$ cat src/rtl/fifo_spi_master.sv
// fifo_spi_master: pops words from FIFO A, shifts them MSB-first over a mode-0 SPI master
// and pushes the captured MISO word into FIFO B. Define SPI_LOOPBACK_EN to sample MOSI instead of MISO.
module fifo_spi_master #(
  parameter int DATA_W  = 32,
  parameter int CLK_DIV = 4
) (
  input  logic              CLK,
  input  logic              rst_n,
  input  logic [DATA_W-1:0] FIFOA_OUT,
  input  logic              FIFOA_empty,
  output logic              FIFOA_ren,
  input  logic              FIFOB_full,
  output logic [DATA_W-1:0] FIFOB_IN,
  output logic              FIFOB_wen,
  output logic              spi_sck,
  output logic              spi_cs,
  output logic              spi_mosi,
  input  logic              spi_miso,
  output logic              busy
);

  localparam int DIV_W = $clog2(CLK_DIV + 1);
  localparam int BIT_W = $clog2(DATA_W + 1);
  localparam logic [DIV_W-1:0] DIV_LAST = DIV_W'(CLK_DIV - 1);
  localparam logic [BIT_W-1:0] BIT_LAST = BIT_W'(DATA_W - 1);

  typedef enum logic [2:0] {IDLE, FETCH, LOAD, SETUP, SHIFT, HOLD, PUSH} state_t;

  state_t            state, next_state;
  logic [DIV_W-1:0]  div_cnt, div_cnt_d;
  logic [BIT_W-1:0]  bit_cnt, bit_cnt_d;
  logic [DATA_W-1:0] tx_shift, tx_shift_d;
  logic [DATA_W-1:0] rx_shift, rx_shift_d;
  logic [DATA_W-1:0] fifob_in_d;
  logic              ren_d, wen_d, sck_d, cs_d, mosi_d, busy_d;
  logic              rx_bit;

`ifdef SPI_LOOPBACK_EN
  logic unused_miso;
  assign unused_miso = spi_miso;
  assign rx_bit      = spi_mosi;
`else
  assign rx_bit = spi_miso;
`endif

  // Every output is a flop; the comb block only computes next values.
  always_ff @(posedge CLK or negedge rst_n) begin
    if (!rst_n) begin
      state     <= IDLE;
      div_cnt   <= '0;
      bit_cnt   <= '0;
      tx_shift  <= '0;
      rx_shift  <= '0;
      FIFOB_IN  <= '0;
      FIFOA_ren <= 1'b0;
      FIFOB_wen <= 1'b0;
      spi_sck   <= 1'b0;
      spi_cs    <= 1'b1;
      spi_mosi  <= 1'b0;
      busy      <= 1'b0;
    end else begin
      state     <= next_state;
      div_cnt   <= div_cnt_d;
      bit_cnt   <= bit_cnt_d;
      tx_shift  <= tx_shift_d;
      rx_shift  <= rx_shift_d;
      FIFOB_IN  <= fifob_in_d;
      FIFOA_ren <= ren_d;
      FIFOB_wen <= wen_d;
      spi_sck   <= sck_d;
      spi_cs    <= cs_d;
      spi_mosi  <= mosi_d;
      busy      <= busy_d;
    end
  end

  always_comb begin
    next_state = state;
    div_cnt_d  = div_cnt;
    bit_cnt_d  = bit_cnt;
    tx_shift_d = tx_shift;
    rx_shift_d = rx_shift;
    fifob_in_d = FIFOB_IN;
    ren_d      = 1'b0;
    wen_d      = 1'b0;
    sck_d      = spi_sck;
    cs_d       = spi_cs;
    mosi_d     = spi_mosi;

    unique case (state)
      IDLE: begin
        if (!FIFOA_empty) begin
          next_state = FETCH;
          ren_d      = 1'b1;
        end
      end
      FETCH: next_state = LOAD;
      LOAD: begin
        // tx_shift holds the bits still to be sent after the one on MOSI
        tx_shift_d = {FIFOA_OUT[DATA_W-2:0], 1'b0};
        mosi_d     = FIFOA_OUT[DATA_W-1];
        cs_d       = 1'b0;
        div_cnt_d  = '0;
        bit_cnt_d  = '0;
        next_state = SETUP;
      end
      SETUP: begin
        if (div_cnt == DIV_LAST) begin
          div_cnt_d  = '0;
          sck_d      = 1'b1;
          rx_shift_d = {rx_shift[DATA_W-2:0], rx_bit};
          next_state = SHIFT;
        end else begin
          div_cnt_d = div_cnt + 1'b1;
        end
      end
      SHIFT: begin
        if (div_cnt != DIV_LAST) begin
          div_cnt_d = div_cnt + 1'b1;
        end else begin
          div_cnt_d = '0;
          if (spi_sck) begin
            sck_d      = 1'b0;
            mosi_d     = tx_shift[DATA_W-1];
            tx_shift_d = {tx_shift[DATA_W-2:0], 1'b0};
          end else if (bit_cnt == BIT_LAST) begin
            next_state = HOLD;
          end else begin
            sck_d      = 1'b1;
            rx_shift_d = {rx_shift[DATA_W-2:0], rx_bit};
            bit_cnt_d  = bit_cnt + 1'b1;
          end
        end
      end
      HOLD: begin
        if (div_cnt == DIV_LAST) begin
          div_cnt_d  = '0;
          bit_cnt_d  = '0;
          cs_d       = 1'b1;
          mosi_d     = 1'b0;
          next_state = PUSH;
        end else begin
          div_cnt_d = div_cnt + 1'b1;
        end
      end
      PUSH: begin
        if (!FIFOB_full) begin
          wen_d      = 1'b1;
          fifob_in_d = rx_shift;
          next_state = IDLE;
        end
      end
      default: next_state = IDLE;
    endcase

    busy_d = (next_state != IDLE);
  end

endmodule
$ cat config.mk
export PLATFORM = sky130hd
export DESIGN_NAME = fifo_spi_master
export DESIGN_NICKNAME = d
export VERILOG_FILES = /design/src/rtl/fifo_spi_master.sv
export SDC_FILE = /design/constraint.sdc
export NUM_CORES = 1
export LEC_CHECK = 0
export BUFFER_PORTS_ARGS = -buffer_cell sky130_fd_sc_hd__buf_4
export CORE_MARGIN = 5
export CORE_UTILIZATION = 25
export DETAILED_ROUTE_END_ITERATION = 10
export PLACE_DENSITY = 0.52
export SLEW_MARGIN = 10
export SYNTH_ARGS = -nofsm -noshare
export SYNTH_HDL_FRONTEND = slang
export SYNTH_SLANG_ARGS = --single-unit
export TNS_END_PERCENT = 1
$ cat constraint.sdc
create_clock -name CLK -period 1.8 [get_ports CLK]
set_input_delay 0.36 -clock CLK [delete_from_list [all_inputs] [get_ports CLK]]
set_output_delay 0.36 -clock CLK [all_outputs]
set_load 0.02 [all_outputs]
==> impl_metrics.toml, run 1 <==
[critical_path]
endpoint_kind = "flop"
r2r-end = "rx_shift[13]"
reg2reg_depth = 7
path_max_fanout = 6
path_class = "reg -> reg"
cp_data_arrival_time_ps = 2080
critPathRequiredTime_ps = 2090
rrSetupSlack_ps = 4
startpoint_type = "flop"
rr_startpoint = "div_cnt[0]"

[layout]
stdcell_count = 742
fillers = 1979
synthToLayoutAreaGrowth_pct = 35.7
drive_above_1_share_pct = 57.4
multi_input_area_mm2 = 0.00219
fin_nets = 499
antennaDiodeCount = 0
most-common-layout-cells = "dfrtp_1 (111), buf_4 (95), mux2_2 (81), mux2_4 (37), clkbuf_16 (19)"
postLayoutCoreUtil_pct = 34.5
regArea_mm2 = 0.00283
final_common_cell = "dfrtp_1"

[timing]
fmax_ghz = 0.557
rsz0062_at_grt = "yes"
period_share_pct = 99.8
worst_pin_slew_ps = 438
fin_crit_ps = 1800
finalSetupViolCount = 0
fin_worst_skew_ps = 7.09
report.final.slew_viol_count = 0
hold_viol_final = 0
relSlewSlack_pct = 70.8
fin_ws_ps = 4.28
finalSetupTns_ps = 0

[routing]
drt_pre_antenna_iters = 4
ant_nets = 0
wl_um = 10800
drc = 0
drtIter0Drc = 145
vias = 3214
wl_per_cell_um = 14.5
detail_route.vias_per_cell = 4.33

[synth]
synthCells = 349
synth_nets = 389
async_reset_ff_share_pct = 100
synth_cell_types = 47
syn_avg_cell_area_um2 = 14.7
netlist_area_mm2 = 0.00514
ys_ff_latch = 113
yosysWarnings = 0
synth_edf_count = 0
ys.flop_type = "dfrtp_1"
yosysSeqAreaShare_pct = 55.0

[clocking]
clkTransAtPathRegs_ps = 50
clock-sinks = 113
worstSkewPairLatency_ps = 410
htreeDepth = 4
cts_root_buf = "clkbuf_16"
cts_buffer_depth = 2
cts_tree = "yes"
numCtsBuffers = 17

[pwr]
power.density_mw_per_mm2 = 913
p_int_mw = 5.10
clockPowerShare_pct = 55.8
p_sw_mw = 1.28
sequentialPowerShare_pct = 40.9
p_comb_share_pct = 3.4
vdd_drop_max_mv = 0.594
leakagePower_nw = 3.46
swShare_pct = 20.0

[floorplanning]
die_y_um = 153
initial_utilization_pct = 25.4
io_pins = 75
design.core.area_mm2 = 0.0202
dieArea_mm2 = 0.0235
rows = 52
fp.dieW_um = 153

[place]
hpwlAfterDp_um = 7170
dp_slack_ps = -56.6
port_buffers = 74
routabilityCongestion = 0.795
dp.cells = 705

[hold_path]
hp-class = "in -> reg"
hold_depth = 2
min_to = "FIFOA_ren"
hp-start = "FIFOA_empty"

[run]
maxCapViolCount = 0

[grt]
antenna_found_initial = 0
grt_pass1_vias = 3491
grt_usage_pct = 9.31
grt_start_max_net_pins = 40
overflow = 0
grt_pass1_wl_um = 17700

[status]
status = "finished, final reports clean"
area by class of cell:
class	count	area share [%]
Inverter	3	0.161
Clock inverter	10	2.26
Tap cell	270	4.84
Multi-Input combinational cell	214	31.4
Timing Repair Buffer	110	14.1
Clock buffer	22	6.65
Sequential cell	113	40.6
synth_stat cells, drive strengths merged, types with 3 or more instances:
cell    number  area share [%]
a21oi        8            0.85
nand3        7            0.68
buf         18             3.6
nor2         7            0.66
o211ai       3            0.44
ha           3            0.73
mux2       124              29
a21o         3            0.44
nor3         3            0.39
o21ai        9            0.88
nand2       10            0.73
nand2b       4            0.49
dfrtp      112              55
nor3b        5            0.95
inv          3            0.22
flip-flops by register name (all words and copies together), names as in the netlist:
signal     cells
spi_cs         1
FIFOB_IN      32
FIFOB_wen      1
FIFOA_ren      1
state          3
rx_shift      32
tx_shift      31
spi_sck        1
div_cnt        3
spi_mosi       1
busy           1
bit_cnt        6
metal layers:
metal	vias up	part of all wire (%)	track usage, %
met5	-	0	0
met4	0	1.8	4.29
li1	1484	-	-
met2	76	48	14.8
met3	16	4.3	2.97
met1	1638	45	11.6
power groups by stage:
stage / logic [mW] / registers, mW / clock network, mW
3_3_place_gp: 0.204 / 2.64 / 0
2_1_floorplan: 0.0695 / 2.64 / 0
4_1_cts: 0.211 / 2.60 / 3.66
6_report: 0.215 / 2.60 / 3.55
3_5_place_dp: 0.209 / 2.65 / 0
5_1_grt: 0.241 / 2.61 / 3.78
worst max-delay path by stage:
stage                     slack (ps)  depth (start not counted)      endpoint       start
after floorplan                  -30                          7  rx_shift[10]  div_cnt[0]
after global placement           -20                          6          busy  div_cnt[1]
after detailed placement         -60                          6          busy  div_cnt[1]
after CTS                        -40                          6   rx_shift[1]  div_cnt[1]
after global routing             -50                          7  rx_shift[14]  div_cnt[0]
final                              4                          7  rx_shift[13]  div_cnt[0]
what timing repair did:
action | 4_1_cts | 5_1_grt
cloned | 0 | 3
hold endpoints to repair | 26 | 0
buffers inserted | 0 | 1
hold buffers | 1 | 0
gates resized for setup | 3 | 18
setup endpoints to repair | 43 | 61
pin swaps | 0 | 1
metrics by stage:
step / total power [mW] / hold WS, ps / instance area, µm²
5_1_grt: 6.63 / 94.0 / 6980
2_1_floorplan: 2.71 / 64.4 / 5140
3_3_place_gp: 2.85 / 330 / 6190
3_5_place_dp: 2.85 / 340 / 6190
6_report: 6.37 / 124 / 6980
4_1_cts: 6.47 / 93.6 / 6820
cells by family after synthesis:
| group | count (synthesis) | share of synthesized area [%] |
|---|---|---|
| fa+ha+maj | 3 | 0.730 |
| compound gates | 35 | 5.09 |
| flops | 113 | 55.0 |
| buf+inv | 22 | 3.87 |
| mux | 124 | 28.9 |
| simple gates | 52 | 6.38 |
critical path, stage by stage, from the launching register on:
cell and delay (ps):
dfrtp_1 410, ha_4 180, nor2b_4 130, and3_4 180, a31oi_4 160, buf_12 150
clkbuf_16 150, mux2_2 320
Note: power is estimated with default switching activity, not from simulation.
==> run 2, diff against run 1 <==
==> constraint.sdc (replaced) <==
create_clock -name CLK -period 1.8 [get_ports CLK]
set_input_delay 0.18 -clock CLK [delete_from_list [all_inputs] [get_ports CLK]]
set_output_delay 0.18 -clock CLK [all_outputs]
set_load 0.02 [all_outputs]
==> run 2 against run 1 <==
Effect of this change: the flow now finishes with violations (negative setup slack); combinational power is 5% lower; core utilization is 0.22 points lower; first-iteration DRC count is 14% higher; register-to-register slack hardly changed; design area is 0.63% lower; sequential power hardly changed; total power is 2.6% lower; final cell count is 0.27% higher; critical path depth stayed put; clock power is 4% lower; sequential share of layout area is 0.26 points higher; flip-flop and latch count stayed put; critical path type unchanged; critical endpoint is now tx_shift[10].
==> impl_metrics.toml, run 2 (synthesis gave the netlist of run 1 again) <==
[place]
routabilityCongestion = 0.789
place_area_mm2 = 0.00616
dp_slack_ps = -72.2
hpwlAfterDp_um = 7080
port_buffers = 74
dp.cells = 705

[pwr]
power.density_mw_per_mm2 = 896
p_comb_share_pct = 3.3
p_int_mw = 4.94
sequentialPowerShare_pct = 41.9
swShare_pct = 20.4
total_power_mw = 6.21
vdd_drop_max_mv = 0.604
clockPowerShare_pct = 54.8
p_sw_mw = 1.27
leakagePower_nw = 3.40

[timing]
worst_pin_slew_ps = 394
rsz0062_at_grt = "yes"
finalSetupViolCount = 11
fin_ws_ps = -7.87
report.final.slew_viol_count = 0
fmax_ghz = 0.553
period_share_pct = 100
finalSetupTns_ps = -35.9
relSlewSlack_pct = 73.7
fin_worst_skew_ps = 10.1
fin_crit_ps = 1810
hold_viol_final = 0

[critical_path]
reg2reg_depth = 7
cp_slowest_cell = "dfrtp_1"
path_class = "reg -> reg"
rrSetupSlack_ps = -8
cp_cell_sequence = "ha_2 -> and4bb_2 -> a21oi_4 -> nor2_4 -> buf_12 -> clkbuf_16 -> mux2_4"
endpoint_kind = "flop"
cp_data_arrival_time_ps = 2100
path_max_fanout = 5
r2r-end = "tx_shift[10]"
path_buf_inv = 2
critPathRequiredTime_ps = 2090
cp_slowest_stage_delay_ps = 380
rr_startpoint = "div_cnt[0]"
startpoint_type = "flop"
crit_family = "flip-flops"

[floorplanning]
rows = 52
fp.dieW_um = 153
initial_utilization_pct = 25.4
die_y_um = 153
dieArea_mm2 = 0.0235
io_pins = 75
design.core.area_mm2 = 0.0202

[layout]
reg.largest.list = "FIFOB_IN x32, rx_shift x32, tx_shift x31"
stdcell_area_mm2 = 0.00693
fillers = 1987
synthToLayoutAreaGrowth_pct = 34.9
fin_nets = 502
drive_above_1_share_pct = 54.9
most-common-layout-cells = "dfrtp_1 (111), buf_4 (98), mux2_2 (78), mux2_4 (30), clkbuf_16 (19)"
stdcell_count = 744
final_common_cell = "dfrtp_1"
antennaDiodeCount = 0

[clocking]
cts_buffer_depth = 2
numCtsBuffers = 17
clock-sinks = 113
clkTransAtPathRegs_ps = 60
cts_tree = "yes"
cts_root_buf = "clkbuf_16"
htreeDepth = 4
worstSkewPairLatency_ps = 410

[hold_path]
hold_depth = 3
hp-class = "in -> reg"
hp-start = "FIFOA_OUT[23]"
min_to = "tx_shift[24]"

[routing]
drc = 0
highest_layer = "met4"
ant_nets = 0
met3_length_um = 534
drt-met1-wl_um = 4760
wl_met2_um = 5000
wl_per_cell_um = 14.0
drtIter0Drc = 166
wl_um = 10400
drt_pre_antenna_iters = 4
detail_route.vias_per_cell = 4.23
vias = 3149

[grt]
grt_start_max_net_pins = 51
grt_pass1_vias = 3504
overflow = 0
antenna_found_initial = 0
grt_pass1_wl_um = 17400
grt_usage_pct = 9.12

[status]
status = "complete, but fails checks"
violations = "negative setup slack"

[run]
maxCapViolCount = 0
[run 2: cell types whose count changed in the layout (fill, tap and decap cells not counted)]
cell           change
mux2_1            +10
mux2_4             -7
buf_4              +3
dlygate4sd3_1      +3
mux2_2             -3
buf_6              -2
clkinv_2           -2
clkinvlp_4         +2
a21oi_2            -1
a21oi_4            +1
buf_12             -1
bufinv_16          -1
ha_2               +1
ha_4               -1
[run 2: worst reg2reg max path, stage by stage, from the launching register on]
cell and delay [ps]:
dfrtp_1 380, ha_2 210, and4bb_2 270, a21oi_4 170, nor2_4 60, buf_12 140
clkbuf_16 160, mux2_4 290
[run 2: power by group through the flow]
| stage | sequential (mW) | clock [mW] | combinational (mW) |
|---|---|---|---|
| after floorplan | 2.64 | 0 | 0.0695 |
| after detailed placement | 2.65 | 0 | 0.200 |
| after CTS | 2.60 | 3.52 | 0.208 |
| after global placement | 2.64 | 0 | 0.195 |
| final | 2.60 | 3.40 | 0.204 |
| after global routing | 2.61 | 3.62 | 0.230 |
[run 2: worst max-delay path by stage]
stage,startpoint,to,slack (ps),cells after the start
2_1_floorplan,div_cnt[0],rx_shift[10],-30,7
3_3_place_gp,div_cnt[1],busy,-20,6
3_5_place_dp,div_cnt[1],busy,-70,6
4_1_cts,div_cnt[1],rx_shift[1],7,6
5_1_grt,div_cnt[0],tx_shift[25],-80,7
6_report,div_cnt[0],tx_shift[10],-8,7
[run 2: timing repair]
action / in CTS / in global routing
setup buffers: 0 / 1
setup endpoints to repair: 43 / 65
endpoints found under the hold margin: 115 / 0
hold buffers: 4 / 0
gates resized for setup: 5 / 10
pin swaps: 0 / 3
cloned: 0 / 3
[run 2: cell type report]
cell class / instances / area (µm²) / area share [%]
Clock buffer: 22 / 464 / 6.69
Clock inverter: 9 / 133 / 1.91
Inverter: 3 / 11.3 / 0.162
Multi-Input combinational cell: 214 / 2160 / 31.2
Sequential cell: 113 / 2830 / 40.8
Tap cell: 270 / 338 / 4.87
Timing Repair Buffer: 113 / 997 / 14.4
[run 2: metal layers]
layer,up-vias,global-route usage (%)
met5,-,0
met4,0,3.53
met3,14,3.53
met2,69,14.2
met1,1576,11.5
li1,1490,-
[run 2: through the flow]
stage	hold slack, ps	util, %
after global routing	99.6	34.3
after detailed placement	64.1	30.5
after floorplan	-116	-
after global placement	61.3	30.5
after CTS	86.1	33.7
final	110	34.3
